File: config.mk
export PLATFORM = sky130hd
export DESIGN_NAME = seq_mul_param
export DESIGN_NICKNAME = d
export VERILOG_FILES = /design/src/rtl/seq_mul_pkg.sv /design/src/rtl/seq_mul_step.sv /design/src/rtl/seq_mul_param.sv
export SDC_FILE = /design/constraint.sdc
export NUM_CORES = 1
export LEC_CHECK = 0
export CAP_MARGIN = 5
export CORE_UTILIZATION = 45
export DETAILED_ROUTE_END_ITERATION = 8
export GPL_ROUTABILITY_DRIVEN = 0
export HOLD_SLACK_MARGIN = 0.12
export PLACE_DENSITY = 0.71
export SLEW_MARGIN = 20
export SYNTH_ARGS = -nofsm -noshare
export SYNTH_HDL_FRONTEND = slang
export SYNTH_SLANG_ARGS = --single-unit
File: constraint.sdc
create_clock -name clk -period 2.5 [get_ports clk]
set_input_delay 0.5 -clock clk [delete_from_list [all_inputs] [get_ports clk]]
set_output_delay 0.5 -clock clk [all_outputs]
set_load 0.02 [all_outputs]
File: src/rtl/seq_mul_pkg.sv
// Shared types and helpers for the parametrised shift-and-add multiplier.
package seq_mul_pkg;

  // Controller states: accept operands, iterate, apply sign, hold result.
  typedef enum logic [1:0] {
    StIdle,
    StRun,
    StFix,
    StDone
  } state_e;

  // Widest operand the magnitude helper can handle.
  localparam int unsigned MaxW = 64;

  // Magnitude of the low w bits of x; x is taken as two's complement only when sgn is set.
  function automatic logic [MaxW-1:0] abs_w(input logic [MaxW-1:0] x,
                                            input int unsigned   w,
                                            input logic          sgn);
    logic [MaxW-1:0] mask;
    logic            msb;
    mask = (w >= MaxW) ? '1 : ((MaxW'(1) << w) - MaxW'(1));
    msb  = |((x >> (w - 1)) & MaxW'(1));
    if (sgn && msb) begin
      abs_w = (~x + MaxW'(1)) & mask;
    end else begin
      abs_w = x & mask;
    end
  endfunction

endpackage

File: src/rtl/seq_mul_step.sv
// One iteration of the shift-and-add multiplier: retire STEP multiplier bits.
module seq_mul_step
  import seq_mul_pkg::*;
#(
  parameter int unsigned W    = 8,
  parameter int unsigned STEP = 1
) (
  input  logic [2*W-1:0]  i_acc,
  input  logic [STEP-1:0] i_b_lsbs,
  input  logic [W-1:0]    i_a_mag,
  output logic [2*W-1:0]  o_acc_next
);

  localparam int unsigned AccW = 2 * W + STEP;
  localparam int unsigned PW   = 2 * W;

  logic [AccW-1:0] w_pp;

  // The sum is formed at 2W+STEP bits; after k iterations it holds |a| * (low k*STEP bits
  // of |b|) << (W - k*STEP), which is always below 2^(2W), so the top STEP bits are zero.
  always_comb begin
    w_pp       = AccW'(i_b_lsbs) * AccW'(i_a_mag);
    o_acc_next = PW'((AccW'(i_acc) >> STEP) + (w_pp << (W - STEP)));
  end

endmodule

File: src/rtl/seq_mul_param.sv
// Iterative W x W multiplier, unsigned or two's complement per operation, STEP bits per cycle.
module seq_mul_param
  import seq_mul_pkg::*;
#(
  parameter int unsigned W    = 8,
  parameter int unsigned STEP = 1
) (
  input  logic           clk,
  input  logic           rst,
  input  logic           in_valid,
  output logic           in_ready,
  input  logic [W-1:0]   a,
  input  logic [W-1:0]   b,
  input  logic           sgn,
  output logic           out_valid,
  input  logic           out_ready,
  output logic [2*W-1:0] p,
  output logic           busy
);

  localparam int unsigned N    = W / STEP;
  localparam int unsigned CntW = $clog2(N + 1);
  localparam int unsigned PW   = 2 * W;

  state_e          r_state;
  state_e          w_next_state;
  logic [W-1:0]    r_a_mag;
  logic [W-1:0]    r_b;
  logic            r_neg;
  logic [PW-1:0]   r_acc;
  logic [CntW-1:0] r_cnt;
  logic [PW-1:0]   r_p;
  logic            r_out_valid;

  logic [W-1:0]    w_a_mag;
  logic [W-1:0]    w_b_mag;
  logic [PW-1:0]   w_acc_next;
  logic            w_last;

  assign w_a_mag = W'(abs_w(MaxW'(a), W, sgn));
  assign w_b_mag = W'(abs_w(MaxW'(b), W, sgn));
  // The edge that performs the N-th iteration leaves RUN.
  assign w_last  = (r_cnt == CntW'(N - 1));

  seq_mul_step #(
    .W   (W),
    .STEP(STEP)
  ) u_step (
    .i_acc     (r_acc),
    .i_b_lsbs  (r_b[STEP-1:0]),
    .i_a_mag   (r_a_mag),
    .o_acc_next(w_acc_next)
  );

  // State register.
  always_ff @(posedge clk) begin
    if (rst) begin
      r_state <= StIdle;
    end else begin
      r_state <= w_next_state;
    end
  end

  // Next-state logic.
  always_comb begin
    w_next_state = r_state;
    unique case (r_state)
      StIdle:  if (in_valid) w_next_state = StRun;
      StRun:   if (w_last) w_next_state = StFix;
      StFix:   w_next_state = StDone;
      StDone:  if (out_ready) w_next_state = StIdle;
      default: w_next_state = StIdle;
    endcase
  end

  // State-decoded handshake outputs.
  always_comb begin
    in_ready = (r_state == StIdle);
    busy     = (r_state == StRun) || (r_state == StFix);
  end

  // Operand capture, iteration, sign fix-up and result hold.
  always_ff @(posedge clk) begin
    if (rst) begin
      r_a_mag     <= '0;
      r_b         <= '0;
      r_neg       <= 1'b0;
      r_acc       <= '0;
      r_cnt       <= '0;
      r_p         <= '0;
      r_out_valid <= 1'b0;
    end else begin
      unique case (r_state)
        StIdle: begin
          if (in_valid) begin
            r_a_mag <= w_a_mag;
            r_b     <= w_b_mag;
            r_neg   <= sgn & (a[W-1] ^ b[W-1]);
            r_acc   <= '0;
            r_cnt   <= '0;
          end
        end
        StRun: begin
          r_acc <= w_acc_next;
          r_b   <= r_b >> STEP;
          r_cnt <= r_cnt + CntW'(1);
        end
        StFix: begin
          r_p         <= r_neg ? (PW'(0) - r_acc) : r_acc;
          r_out_valid <= 1'b1;
        end
        StDone: begin
          if (out_ready) r_out_valid <= 1'b0;
        end
        default: ;
      endcase
    end
  end

  assign out_valid = r_out_valid;
  assign p         = r_p;

endmodule

Word level (Yosys, flattened, before mapping)
Index checks and enable logic that the tools add are counted.

Word-level logic and storage cells: 50. Output and inout bits: 19. Register bits: 56. Input port bits: 21.

Add/subtract/negate cells: 5. Eq/ne operators: 7. Reductions and logical operators: 10. $mul: 1. Muxes and demuxes: 15. Bitwise logic cells: 4.

Operators with widths (number): 2-to-1 mux 16 bit (2); case mux 16 bit (2 select lines) (1); 2-to-1 mux 8 bit (3); adder 15 x 16 -> 16 bit (1); adder 8 x 1 -> 8 bit (second input constant) (2); NOT 8 bit (2); case mux 8 bit (2 select lines) (1); subtractor 1 x 16 -> 16 bit (first input constant) (1); multiplier 1 x 8 -> 9 bit (1); case mux 2 bit (4 select lines) (1); case mux 4 bit (2 select lines) (1); 2-to-1 mux 2 bit (3); != test 2 bit (second input constant) (3); AND reduction 2 bit (3); adder 4 x 1 -> 4 bit (second input constant) (1); equality test 2 bit (second input constant) (2); equality test 4 x 3 -> 1 bit (second input constant) (1); 2-to-1 mux 4 bit (1); nonzero test 2 bit (2); AND reduction 3 bit (1); equality test 2 x 1 -> 1 bit (second input constant) (1); logical AND 1 bit (2); zero test 2 bit (1); case mux 1 bit (2 select lines) (1); 4 further kinds (4).

Longest topological paths before layout
Depth after elaboration: 5. Depth in mapped cells: 9. Gate-level depth less buffers: 8.

Cells and area by module
Synthesis repeated with hierarchy kept, for this count alone.

Cell total of the unflattened synthesis: 385. Area, all modules: 3214.3 um^2.

By module, submodules not included: seq_mul_param (times used 1, area an instance 2787.7 um^2, cells each 328, seq. area each 1121.1 um^2); seq_mul_step (times used 1, area an instance 426.7 um^2, cells each 57, seq. area each 0.0 um^2).

Least setup slack after synthesis
No wires, ideal clock.

Kind: reg-to-reg. Start point: register r_b[0]. End point: register r_acc[13]. Buffers on the path: 0. Cell stages (with the launch flop): 9. Setup time: 116 ps. Required time: 2384 ps. Path slack: 211 ps. Clock period less this slack: 2289 ps. Data arrival time: 2173 ps. Cells stage by stage: dfxtp_1 > and2_1 > ha_1 > fa_1 > a211oi_1 > nor2_1 > o31ai_1 > mux2_2 > a31o_2.

Longest elaborated chain between the ends: 3.

Ends and longest elaborated chain: start, declared (RTL line seq_mul_param.sv:28) `logic [W-1:0] r_b;`; start signal, assigned (RTL line seq_mul_param.sv:97) `r_b <= w_b_mag;`; start signal, assigned (RTL line seq_mul_param.sv:105) `r_b <= r_b >> STEP;`; multiplier 1 x 8 -> 9 bit (RTL line seq_mul_step.sv:22) `w_pp = AccW'(i_b_lsbs) * AccW'(i_a_mag);`; adder 15 x 16 -> 16 bit (RTL line seq_mul_step.sv:23) `o_acc_next = PW'((AccW'(i_acc) >> STEP) + (w_pp << (W - STEP)));`; case mux 16 bit (2 select lines) (RTL line seq_mul_param.sv:93) `unique case (r_state)`; end signal, assigned (RTL line seq_mul_param.sv:104) `r_acc <= w_acc_next;`; end, declared (RTL line seq_mul_param.sv:30) `logic [PW-1:0] r_acc;`.

Every way passes these cells. A chain may end at the register's enable or synchronous reset.

Worst setup path after layout
Same ends and word-level chain as after synthesis.

==> impl_results.md <==
- Status: finished with violations
- Violated checks: design-rule violations
- Area Overhead vs Synth: 17.4%
- Design area: 3580 um2
- Post-Place Cells: 470
- Critical Path Fanout Max: 5
- CP Buf/Inv Count: 0
- WHS: between 0.4 and 0.5 ns
- Setup tns final: 0 ns
- Vias: 2644
- Top cells by count, synth: dfxtp_1 (56), nor2_1 (52), nand2_1 (29), a211oi_1 (22), clkbuf_1 (22)
- DP HPWL: between 4 and 5 mm
- Dominant synthesized flop cell: dfxtp_1
- Ant. Diodes: 0
- WS Path Type: flop to flop
- Drt total wl: ~6.0 mm
- Crit-path cells: and2_1 > ha_1 > fa_1 > a211oi_2 > nor2_1 > o31ai_1 > mux2_2 > a31o_2
- Final setup violation count: 0
- Worst path required time: 2.70 ns
- Yosys cell types: 42
- Largest net degree at the start of global routing: 53
- Placed Area: about 3500 um2
- DR DRC count: 4
- Critical path's slowest cell: fa_1
- Via density: between 5 and 6
- CTS sink cnt: 56
- Area leader, netlist: dfxtp_1
- Cells after Synth: between 300 and 400
- Mapped Nets: between 400 and 500
- Clk_lat worst skew: roughly 0.3 ns
- Initial Utilization: 0.472
- Clock root buffer: clkbuf_8
- CTS tree: yes
- Crit path launch type: flop
- Top cells by area, synth: dfxtp_1 (37%), ha_1 (6.6%), nor2_1 (6.4%), xor2_1 (5.5%), a211oi_1 (5.4%)
- Synth Cell Area: 3050 um2
- Rel. slew slack: 0.560
- Async S/R FF share, synth: 0
- Pleak: ~0.0014 uW
- Total global-route track usage: 0.179
- Die H: around 84 um
- Worst VDD drop: between 0.4 and 0.5 mV
- Die area: approximately 7100 um2
- Number of global-route vias before repair: 2398
- I/O Buffers: 39
- Synth Warn #: 0
- Hold Violations, Final: 0
- Worst Tran Pin Value: between 0.6 and 0.7 ns
- Max cap viols: 0
- Clk slew on worst S/H paths: about 0.090 ns
- Total grt overflow: 0
- Final period utilization: 0.937
- EDFF count, synth: 0
- Post-synthesis sequential area ratio: 0.368
- Rows: 29
- PwrDens: around 900 nW/um2
- Internal Pwr Total: 1910 uW
- Max Root-Sink Buffers: 2
- Setup crit end kind: flop
- Final Critical Period: about 2.3 ns
- CTS H-tree lvls: 2
- Most common cell in the synthesized netlist: dfxtp_1
- Inserted Clock Buffers: 5
- Hold buffers post-CTS: 0
- Share of the synthesized area in the top cell type: 0.368
- Layout Nets: between 400 and 500
- Slew Limit Fails: 0
- Initial DRT Pass Iterations: 8
- Synthesized area per cell: about 8 um2
- Sw Ratio: 0.403
- Fmax: around 430 MHz
- Arrival time at the worst endpoint: ~2.5 ns
- Critical Path Max Stage Delay: 0.44 ns
- RSZ-0062 raised after global routing: false
- NetSw: about 1300 uW
- Post-synthesis register bit count: 56
- Clock skew: around 0.0059 ns
- Power share of the clock group: 0.146
- First-pass GRT wire length: around 11 mm
- Seq pwr share: 0.385
- Combinational share of power: 0.469
- Die W: 84.3 um
- Final Non-Filler Cells: between 400 and 500
- Antenna violations before repair: 0
- Ports: 40
- Final setup margin: 0.157 ns
- Setup slack after placement: 0.103 ns
- Post-DRT Antenna Nets: 0
- Wire length per cell: approximately 13 um
- Initial DRC count: about 170
- Crit-path leading delay family: adder cells
- Proportion of layout cells with a drive suffix above 1: 0.0525
- Core area: approximately 6500 um2
- Worst hold path class: flop to flop
[per-stage QoR]
step                      total power, uW  utilization
after floorplan                      2260            -
after global routing                 3460        0.554
after detailed placement             2770        0.541
after global placement               2740        0.541
final                                3210        0.554
after CTS                            3240        0.553
[layout make-up]
type,count,area (um2)
clock buffer,5,68.8
fill,632,2880
timing repair buffer,45,430
tap,77,96.3
multi-input combinational,279,1800
inverter,13,48.8
clock inverter,2,12.5
sequential,56,1120
[worst reg2reg max path: cells and delay by family (launching register included)]
kind	cells	cell delay, ns
AO/OA/AOI/OAI	3	0.67
adder cells (fa/ha/maj)	2	0.66
flip-flops	1	0.34
multiplexers	1	0.36
AND/OR/NAND/NOR	2	0.24
[placed cells by master (no fill, tap or decap), drive strengths merged, types with 11 or more instances in the layout]
cell type | synthesis | layout
a21oi | 19 | 19
a22oi | 15 | 15
a211oi | 22 | 22
clkdlybuf4s50 | 0 | 38
dfxtp | 56 | 56
o21ai | 18 | 18
nand2 | 29 | 29
and2 | 11 | 11
inv | 13 | 13
ha | 16 | 16
nor2 | 52 | 52
xor2 | 19 | 19
[sequential cells by signal (all words and copies together) (netlist names)]
register,cells
r_b,8
r_acc,16
r_state,2
r_neg,1
r_cnt,4
out_valid,1
p,16
r_a_mag,8
[routing by layer]
layer  wire, um  part of all wire  up-vias  GRT usage
met5          0                 0        -          0
met4         46            0.0077        0     0.0376
met3        173             0.029        4     0.0285
met2       2760              0.46       45      0.313
met1       3000              0.50     1216      0.232
li1           -                 -     1379          -
[kinds of logic after synthesis]
group / Yosys count / synth area share
buffers and inverters: 35 / 0.0431
DFF: 56 / 0.368
muxes: 7 / 0.0234
and+or+nand+nor: 126 / 0.190
adders and majority gates: 17 / 0.0722
AOI/OAI and AO/OA: 102 / 0.226
xor gates and xnor gates: 27 / 0.0776
[repair_timing]
action / in CTS / in global routing
buffers inserted: 0 / 0
endpoints found under the setup margin: 0 / 1
resized for setup: 0 / 1
[power by group through the flow]
stage / Clock [uW] / Combinational [uW] / Sequential, uW
6_report: 469 / 1500 / 1230
5_1_grt: 523 / 1670 / 1260
4_1_cts: 488 / 1520 / 1230
3_3_place_gp: 0 / 1490 / 1240
2_1_floorplan: 0 / 911 / 1350
3_5_place_dp: 0 / 1520 / 1250
[final timing paths]
kind              start         end  slack (ns)  depth (start not counted)
max reg2reg      r_b[0]   r_acc[13]        0.16                          8
min          r_a_mag[0]  r_a_mag[0]        0.45                          2
max              r_b[0]   r_acc[13]        0.16                          8
min reg2reg  r_a_mag[0]  r_a_mag[0]        0.45                          2
No activity file was read; power rests on OpenSTA's default activity.
